===== src/rtl/sevenseg_scanner.sv =====
// sevenseg_scanner
//   Time-multiplexed driver for a 4-digit common-anode seven-segment display.
//   Each digit gets REFRESH_DIV clock cycles; the first GUARD cycles of every
//   slot are blanked to suppress ghosting. The 16-bit value is captured once
//   per frame (end of digit 3) so a frame never shows a torn value.
//
// Ports
//   clk         rising-edge clock
//   i_reset_n   asynchronous active-low reset
//   i_count     [0:31] value to show; only i_count[16:31] (low 16 bits) used
//   i_hold      freezes the snapshot while high
//   i_blank_lz  enables leading-zero blanking
//   i_dp_mask   [0:3] bit k lights the decimal point of digit k
//   seg         [0:6] active-low segments a..g (seg[0]=a)
//   an          [0:3] active-low anodes, an[0] = rightmost digit
//   dp          active-low decimal point
//   o_frame     one-cycle pulse after each snapshot load
module sevenseg_scanner #(
  parameter int unsigned REFRESH_DIV = 100000,
  parameter int unsigned GUARD       = 4
) (
  input  logic        clk,
  input  logic        i_reset_n,
  input  logic [0:31] i_count,
  input  logic        i_hold,
  input  logic        i_blank_lz,
  input  logic [0:3]  i_dp_mask,
  output logic [0:6]  seg,
  output logic [0:3]  an,
  output logic        dp,
  output logic        o_frame
);

  localparam int unsigned SLOT_W = (REFRESH_DIV > 2) ? $clog2(REFRESH_DIV) : 1;
  localparam logic [SLOT_W-1:0] SLOT_LAST = SLOT_W'(REFRESH_DIV - 1);
  localparam logic [SLOT_W-1:0] GUARD_END = SLOT_W'(GUARD);

  logic [SLOT_W-1:0] slot_q, slot_d;
  logic [1:0]        digit_q, digit_d;
  logic [15:0]       snap_q, snap_d;
  logic              frame_q, frame_d;
  logic [0:6]        seg_q, seg_d;
  logic [0:3]        an_q, an_d;
  logic              dp_q, dp_d;

  logic              slot_wrap;
  logic              load;
  logic [3:0]        nibble;
  logic              upper_zero;
  logic              active;
  logic              lz_blank;
  logic              unused_count_hi;

  function automatic logic [0:6] font(input logic [3:0] n);
    case (n)
      4'h0: font = 7'b0000001;
      4'h1: font = 7'b1001111;
      4'h2: font = 7'b0010010;
      4'h3: font = 7'b0000110;
      4'h4: font = 7'b1001100;
      4'h5: font = 7'b0100100;
      4'h6: font = 7'b0100000;
      4'h7: font = 7'b0001111;
      4'h8: font = 7'b0000000;
      4'h9: font = 7'b0000100;
      4'hA: font = 7'b0001000;
      4'hB: font = 7'b1100000;
      4'hC: font = 7'b0110001;
      4'hD: font = 7'b1000010;
      4'hE: font = 7'b0110000;
      default: font = 7'b0111000;
    endcase
  endfunction

  always_comb begin
    unused_count_hi = ^i_count[0:15];
  end

  // Slot / digit sequencing and snapshot capture
  always_comb begin
    slot_wrap = (slot_q == SLOT_LAST);
    load      = slot_wrap && (digit_q == 2'd3) && !i_hold;
    slot_d    = slot_wrap ? '0 : slot_q + 1'b1;
    digit_d   = slot_wrap ? digit_q + 2'd1 : digit_q;
    // i_count is declared [0:31], so [16:31] keeps its numeric order here
    snap_d    = load ? i_count[16:31] : snap_q;
    frame_d   = load;
  end

  // Display decode for the current state; registered below, so the pins
  // lag the slot counter by one cycle.
  always_comb begin
    nibble     = snap_q[3:0];
    upper_zero = 1'b0;
    case (digit_q)
      2'd0: begin nibble = snap_q[3:0];   upper_zero = 1'b0;                end
      2'd1: begin nibble = snap_q[7:4];   upper_zero = (snap_q[15:4] == '0);  end
      2'd2: begin nibble = snap_q[11:8];  upper_zero = (snap_q[15:8] == '0);  end
      default: begin nibble = snap_q[15:12]; upper_zero = (snap_q[15:12] == '0); end
    endcase
    active   = (slot_q >= GUARD_END);
    lz_blank = i_blank_lz && upper_zero;

    an_d  = '1;
    seg_d = '1;
    dp_d  = 1'b1;
    if (active) begin
      dp_d = ~i_dp_mask[digit_q];
      if (!lz_blank) begin
        an_d[digit_q] = 1'b0;
        seg_d         = font(nibble);
      end
    end
  end

  always_ff @(posedge clk or negedge i_reset_n) begin
    if (!i_reset_n) begin
      slot_q  <= '0;
      digit_q <= '0;
      snap_q  <= '0;
      frame_q <= 1'b0;
      seg_q   <= '1;
      an_q    <= '1;
      dp_q    <= 1'b1;
    end else begin
      slot_q  <= slot_d;
      digit_q <= digit_d;
      snap_q  <= snap_d;
      frame_q <= frame_d;
      seg_q   <= seg_d;
      an_q    <= an_d;
      dp_q    <= dp_d;
    end
  end

  always_comb begin
    seg     = seg_q;
    an      = an_q;
    dp      = dp_q;
    o_frame = frame_q;
  end

endmodule


===== config.mk =====
export PLATFORM = sky130hd
export DESIGN_NAME = sevenseg_scanner
export DESIGN_NICKNAME = d
export VERILOG_FILES = /design/src/rtl/sevenseg_scanner.sv
export SDC_FILE = /design/constraint.sdc
export NUM_CORES = 1
export LEC_CHECK = 0
export CAP_MARGIN = 20
export CORE_MARGIN = 2
export CORE_UTILIZATION = 40
export CTS_CLUSTER_SIZE = 12
export DETAILED_ROUTE_END_ITERATION = 12
export HOLD_SLACK_MARGIN = 0.1
export PLACE_DENSITY = 0.64
export SLEW_MARGIN = 20
export SYNTH_ARGS = -nofsm -noshare
export SYNTH_HDL_FRONTEND = slang
export SYNTH_SLANG_ARGS = --single-unit

===== constraint.sdc =====
create_clock -name clk -period 3 [get_ports clk]
set_clock_uncertainty 0.1 [all_clocks]
set_input_delay 0.6 -clock clk [delete_from_list [all_inputs] [get_ports clk]]
set_output_delay 0.6 -clock clk [all_outputs]
set_load 0.02 [all_outputs]

==> flow_summary.yaml, run 1 <==
outcome:
  outcome: "completed"
placement:
  detailed_place.area_mm2: 0.002887
  place_inst: 318
  place_congestion: 0.7444
  place.detailed.hpwl_um: 3453
  post-place-ws_ps: 338.1
  place.port_buffers: 36
routing:
  detailedRoute.firstIterationViolations: 117
  routed-via-count: 1702
  wl_per_instance_um: 14.20
  detail-route-antenna-nets: 0
  remaining_drc_errors: 0
  via_per_inst: 5.221
  detail_route.wirelength_um: 4629
  tritonroute_pass_1_iters: 4
setup_path:
  endpoint_kind_of_the_worst_setup_timing_path: "flip-flop"
  cp_data_arrival_time_ps: 2810
  r2r-start: "digit_q[0]$_DFFE_PN0N_"
  worstSetupPathType: "reg2reg"
  critical_path_required_ps: 3120
  timing.critical_path.from_type: "flip-flop"
  critical_path.max_fanout: 5
  crit_start: "digit_q[0]$_DFFE_PN0N_"
sta:
  hold_violations: 0
  final.period_utilization_pct: 89.93
  rsz0062_at_grt: "no"
  slew_at_the_pin_closest_to_its_max_slew_limit_ps: 847.2
  timing.hold.ws_ps: 203.7
  max-slew-margin-rel_pct: 41.90
  postLayoutSetupSlackWorst_ps: 302.1
  fin_tns_setup_ps: 0
  achievable_clock_frequency_mhz: 370.7
  min_clock_period_post_route_ps: 2698
  final_max_slew_viol_count: 0
  setup_viol: 0
final_layout:
  layout-area-overhead-vs-synth_pct: 21.57
  final_common_cell: "dfrtp_1"
  diodes: 0
  utilization_after_layout_pct: 50.15
  layout_common_cells: "dfrtp_1, clkdlybuf4s50_1, nand2_1"
  finalNonFillerCells: 326
  drive_above_1_share_pct: 18.33
  finish.instance_area_mm2: 0.002969
  nets: 303
logic_synthesis:
  synthDistinctLibCells: 40
  synth.net_count: 261
  synth-edff-count: 0
  synthFlopType: "dfrtp_1"
  avgSynthCellArea_um2: 11.74
  postSynth.asyncResetShare_pct: 100.0
  netlist_instances: 208
  synth.yosys.seq_area_share_pct: 49.80
  synthesis.yosys.warnings: 0
  synth_seq_cells: 48
  syn_area_mm2: 0.002442
clocking:
  clock_tree.htree_level_count: 2
  cts_inserted_buffers: 5
  cts_num_sinks: 48
  clk_latency_ps: 290
  worst_setup_hold_path_clk_slew_ps: 80
  clock_tree_root: "clkbuf_8"
  cts_buffer_depth: 2
  post_cts_hold_buffer_count: 0
  setup_buffers_after_cts: 0
  cts_resized: 0
  cts_tree: "built"
min_path:
  worstHoldPathType: "in2async"
global_route:
  grt_antenna_before_repair: 0
  via_count_of_the_first_global_routing_pass: 1647
  largest_net_degree_at_the_start_of_global_routing: 47
  grt_use_total_pct: 15.04
  grt_pass1_wl_um: 7624
  grt_overflow_total: 0
floorplanning:
  core.rowCount: 28
  core_area_mm2: 0.005921
  floorplan.io_pins: 53
  initial_core_util_pct: 41.25
  die_width_um: 82.14
  die_area_mm2: 0.006747
  die-height_um: 82.14
power_and_ir_drop:
  leakagePower_nw: 1.283
  total_power_mw: 1.054
  power.density_cell_area_mw_per_mm2: 355.1
  ir_drop_uv: 173.7
run:
  maxCapViolCount: 0
## worst max-delay path, cell delays in order, from the launching register on
cell and delay, ps:
dfrtp_1 470, inv_1 120, ha_1 280, a22oi_1 170, nand2_1 100, mux2i_1 330, inv_1 130, ha_1 210
and3_1 170, a31oi_1 130, o311ai_0 140, mux2i_1 160, nand2_1 90
## worst paths after layout
kind	to	slack [ps]	cells after the start
min	snap_q[15]$_DFFE_PN0P_	200	1
max reg2reg	seg[3]$_DFF_PN1_	300	12
min reg2reg	slot_q[0]$_DFF_PN0_	420	1
max in group asynchronous	seg[6]$_DFF_PN1_	2040	2
max	seg[3]$_DFF_PN1_	300	12
min in group clk	slot_q[0]$_DFF_PN0_	420	1
## routing by layer
layer  track usage, %  vias up  share of wire (%)
met3            2.826        7                3.3
met5                0        -                  0
met1            20.55      845                 51
li1                 -      815                  -
met2            23.74       35                 45
met4            5.833        0                1.3
## Yosys cell counts, drive strengths merged (6+ instances only)
cell type,instances,area [µm²]
mux2,17,229.0
xor2,6,52.55
xnor2,10,87.58
mux2i,7,70.07
nand2,20,75.07
inv,13,48.80
dfstp,12,315.3
nand3,6,30.03
nor4,7,65.06
nor2,13,48.80
ha,13,162.7
dfrtp,36,900.9
## state kept, by name, summed over array words and instances (netlist names)
| name | flops |
|---|---|
| slot_q | 17 |
| snap_q | 16 |
| seg | 7 |
| an | 4 |
| digit_q | 2 |
| dp | 1 |
| o_frame | 1 |
## logic make-up (layout without fill, tap and decap cells)
kind of cell,after synthesis,count (layout),synth area share [%]
adders and majority gates,13,13,6.660
DFF,48,48,49.79
AOI/OAI and AO/OA,22,22,6.506
and+or+nand+nor,64,64,14.09
muxes,25,25,13.17
xor gates and xnor gates,16,16,5.738
buffers and inverters,20,63,4.047
## layout make-up
type                       instances  area [µm²]
clock buffer                       7       76.32
clock inverter                     1       3.754
fill                             556        2952
inverter                          13       48.80
multi-input combinational        140        1127
sequential                        48        1216
tap                               75       93.84
timing repair buffer              42       402.9
## report_power, final
group          switching [mW]  internal, mW
clock                   0.196         0.163
combinational          0.0176        0.0291
sequential           0.000130         0.648
total                   0.214         0.840
Note: power is estimated with default switching activity, not from simulation.
==> run 2: changes to the inputs <==
--- a/config.mk
+++ b/config.mk
@@ -6,4 +6,5 @@
 export NUM_CORES = 1
 export LEC_CHECK = 0
+export ABC_AREA = 1
 export CAP_MARGIN = 20
 export CORE_MARGIN = 2
@@ -12,5 +13,5 @@
 export DETAILED_ROUTE_END_ITERATION = 12
 export HOLD_SLACK_MARGIN = 0.1
-export PLACE_DENSITY = 0.64
+export PLACE_DENSITY = 0.63
 export SLEW_MARGIN = 20
 export SYNTH_ARGS = -nofsm -noshare
==> constraint.sdc (replaced) <==
create_clock -name clk -period 2.5 [get_ports clk]
set_clock_uncertainty 0.1 [all_clocks]
set_input_delay 0.375 -clock clk [delete_from_list [all_inputs] [get_ports clk]]
set_output_delay 0.375 -clock clk [all_outputs]
set_load 0.02 [all_outputs]
==> flow_summary.yaml, run 2 <==
outcome:
  outcome: "completed"
clocking:
  cts_resized: 0
  cts_num_sinks: 48
  clk_latency_ps: 300
  worst_setup_hold_path_clk_slew_ps: 80
  cts_buffer_depth: 2
  cts_inserted_buffers: 5
  post_cts_hold_buffer_count: 1
  setup_buffers_after_cts: 0
  cts_tree: "built"
  clock_tree_root: "clkbuf_8"
  clock_tree.htree_level_count: 2
final_layout:
  area_of_the_multi_input_gates_mm2: 0.001295
  fillerInstances: 634
  layout-area-overhead-vs-synth_pct: 20.68
  drive_above_1_share_pct: 12.63
  final_common_cell: "nand2_1"
  layout.area.seq_mm2: 0.001216
  nets: 440
  layout_common_cells: "nand2_1, dfrtp_1, clkdlybuf4s50_1, inv_1, nor2_1"
  diodes: 0
  largest_register_ff_count: 17
  largest-register: "slot_q"
global_route:
  via_count_of_the_first_global_routing_pass: 2090
  grt_overflow_total: 0
  grt_use_total_pct: 15.74
  largest_net_degree_at_the_start_of_global_routing: 49
  grt_pass1_wl_um: 9239
  grt_antenna_before_repair: 0
logic_synthesis:
  yosysMostFrequentCell: "nand2_1"
  synthFlopType: "dfrtp_1"
  syn_area_mm2: 0.002686
  synth-edff-count: 0
  synthDistinctLibCells: 31
  avgSynthCellArea_um2: 7.832
  netlist_instances: 343
  postSynth.asyncResetShare_pct: 100.0
  synth.net_count: 396
  synth_top_area_cell: "dfrtp_1"
  synthesis.yosys.warnings: 0
  synth.yosys.seq_area_share_pct: 45.27
  synth.top_cell.area_share_pct: 33.54
  ys_top_cells_by_area: "dfrtp_1, nand2_1, dfstp_2"
  commonest_cells_in_the_synthesized_netlist: "nand2_1, dfrtp_1, inv_1, nor2_1, nand3_1"
  synth_seq_cells: 48
sta:
  rsz0062_at_grt: "no"
  fin_tns_setup_ps: 0
  timing.hold.ws_ps: 384.0
  min_clock_period_post_route_ps: 2266
  final_max_slew_viol_count: 0
  achievable_clock_frequency_mhz: 441.3
  final.period_utilization_pct: 90.63
  setup_viol: 0
  slew_at_the_pin_closest_to_its_max_slew_limit_ps: 588.7
  hold_violations: 0
  max-slew-margin-rel_pct: 60.75
routing:
  tritonroute_pass_1_iters: 4
  remaining_drc_errors: 0
  wl_per_instance_um: 11.42
  via_per_inst: 4.789
  detailedRoute.firstIterationViolations: 114
  routed-via-count: 2227
  detail-route-antenna-nets: 0
  detail_route.wirelength_um: 5310
setup_path:
  worstRegToRegCells: 11
  endpoint_kind_of_the_worst_setup_timing_path: "flip-flop"
  critical_path_required_ps: 2630
  cp_data_arrival_time_ps: 2390
  critical_path.max_fanout: 6
  critical_path.endpoint: "seg[5]$_DFF_PN1_"
  r2r-start: "digit_q[0]$_DFFE_PN0N_"
  crit_start: "digit_q[0]$_DFFE_PN0N_"
  rr_endpoint: "seg[5]$_DFF_PN1_"
  worstSetupPathType: "reg2reg"
  timing.critical_path.from_type: "flip-flop"
  reg2reg_setup_slack_ps: 230
floorplanning:
  die_area_mm2: 0.007387
  floorplan.io_pins: 53
  die-height_um: 85.95
  initial_core_util_pct: 41.83
  die_width_um: 85.95
  core_area_mm2: 0.006422
  core.rowCount: 29
power_and_ir_drop:
  power.density_cell_area_mw_per_mm2: 415.7
  leakagePower_nw: 1.669
  total_power_mw: 1.348
  ir_drop_uv: 170.3
min_path:
  worstHoldPathType: "reg2reg"
  worst_hold_path.num_cells: 1
placement:
  place.port_buffers: 36
  place.detailed.hpwl_um: 4013
  place_congestion: 0.8788
run:
  maxCapViolCount: 0
-- run 2: kinds of logic (layout without fill, tap and decap cells) --
family / after synthesis / in the layout / synth area share (%)
simple gates: 215 / 215 / 36.19
flops: 48 / 48 / 45.27
buf+inv: 41 / 86 / 6.521
compound gates: 19 / 19 / 3.680
fa+ha+maj: 13 / 13 / 6.055
xor+xnor: 7 / 7 / 2.282
-- run 2: through the flow --
step	worst slack [ps]	utilization [%]	cell area, µm²	std cells
final	234.1	50.48	3242	465
after global routing	11.34	50.48	3242	465
after CTS	258.1	50.48	3242	465
after detailed placement	270.1	48.74	3131	456
after global placement	290.6	48.74	3131	456
after floorplan	526.0	-	2686	343
-- run 2: final cells by class --
type / instances / area share (%)
well taps: 77 / 2.972
inverters: 38 / 4.477
flip-flops and latches: 48 / 37.51
multi-input cells: 254 / 39.95
repair buffers: 40 / 11.96
clock buffers: 8 / 3.126
-- run 2: report_power, final --
part	total, mW	leakage [nW]	internal [mW]	switching (mW)
Combinational	0.0575	1.00	0.0348	0.0228
Sequential	0.778	0.613	0.778	0.000164
Clock	0.512	0.0506	0.259	0.253
-- run 2: how the worst min path moves through the flow --
stage	from	to	slack [ps]
after CTS	slot_q[0]$_DFF_PN0_	slot_q[0]$_DFF_PN0_	390
after detailed placement	slot_q[0]$_DFF_PN0_	slot_q[0]$_DFF_PN0_	380
after global placement	snap_q[0]$_DFFE_PN0P_	snap_q[0]$_DFFE_PN0P_	370
after floorplan	i_reset_n	digit_q[0]$_DFFE_PN0N_	-20
after global routing	slot_q[0]$_DFF_PN0_	slot_q[0]$_DFF_PN0_	400
final	slot_q[0]$_DFF_PN0_	slot_q[0]$_DFF_PN0_	380
-- run 2: routing by layer --
| layer | global-route usage, % | vias up | part of all wire [%] |
|---|---|---|---|
| met5 | 0 | - | 0 |
| li1 | - | 1167 | - |
| met3 | 3.176 | 9 | 4.0 |
| met2 | 23.75 | 51 | 42 |
| met1 | 22.00 | 1000 | 51 |
| met4 | 6.638 | 0 | 2.3 |
-- run 2: worst max-delay path: stages, from the launching register on --
cell	delay (ps)
dfrtp_1	430
inv_1	140
ha_1	280
nand2_1	100
nand2_1	70
o21ai_1	360
inv_1	120
ha_1	210
nand3_1	130
nand2_1	70
a21oi_1	120
nand2_1	60
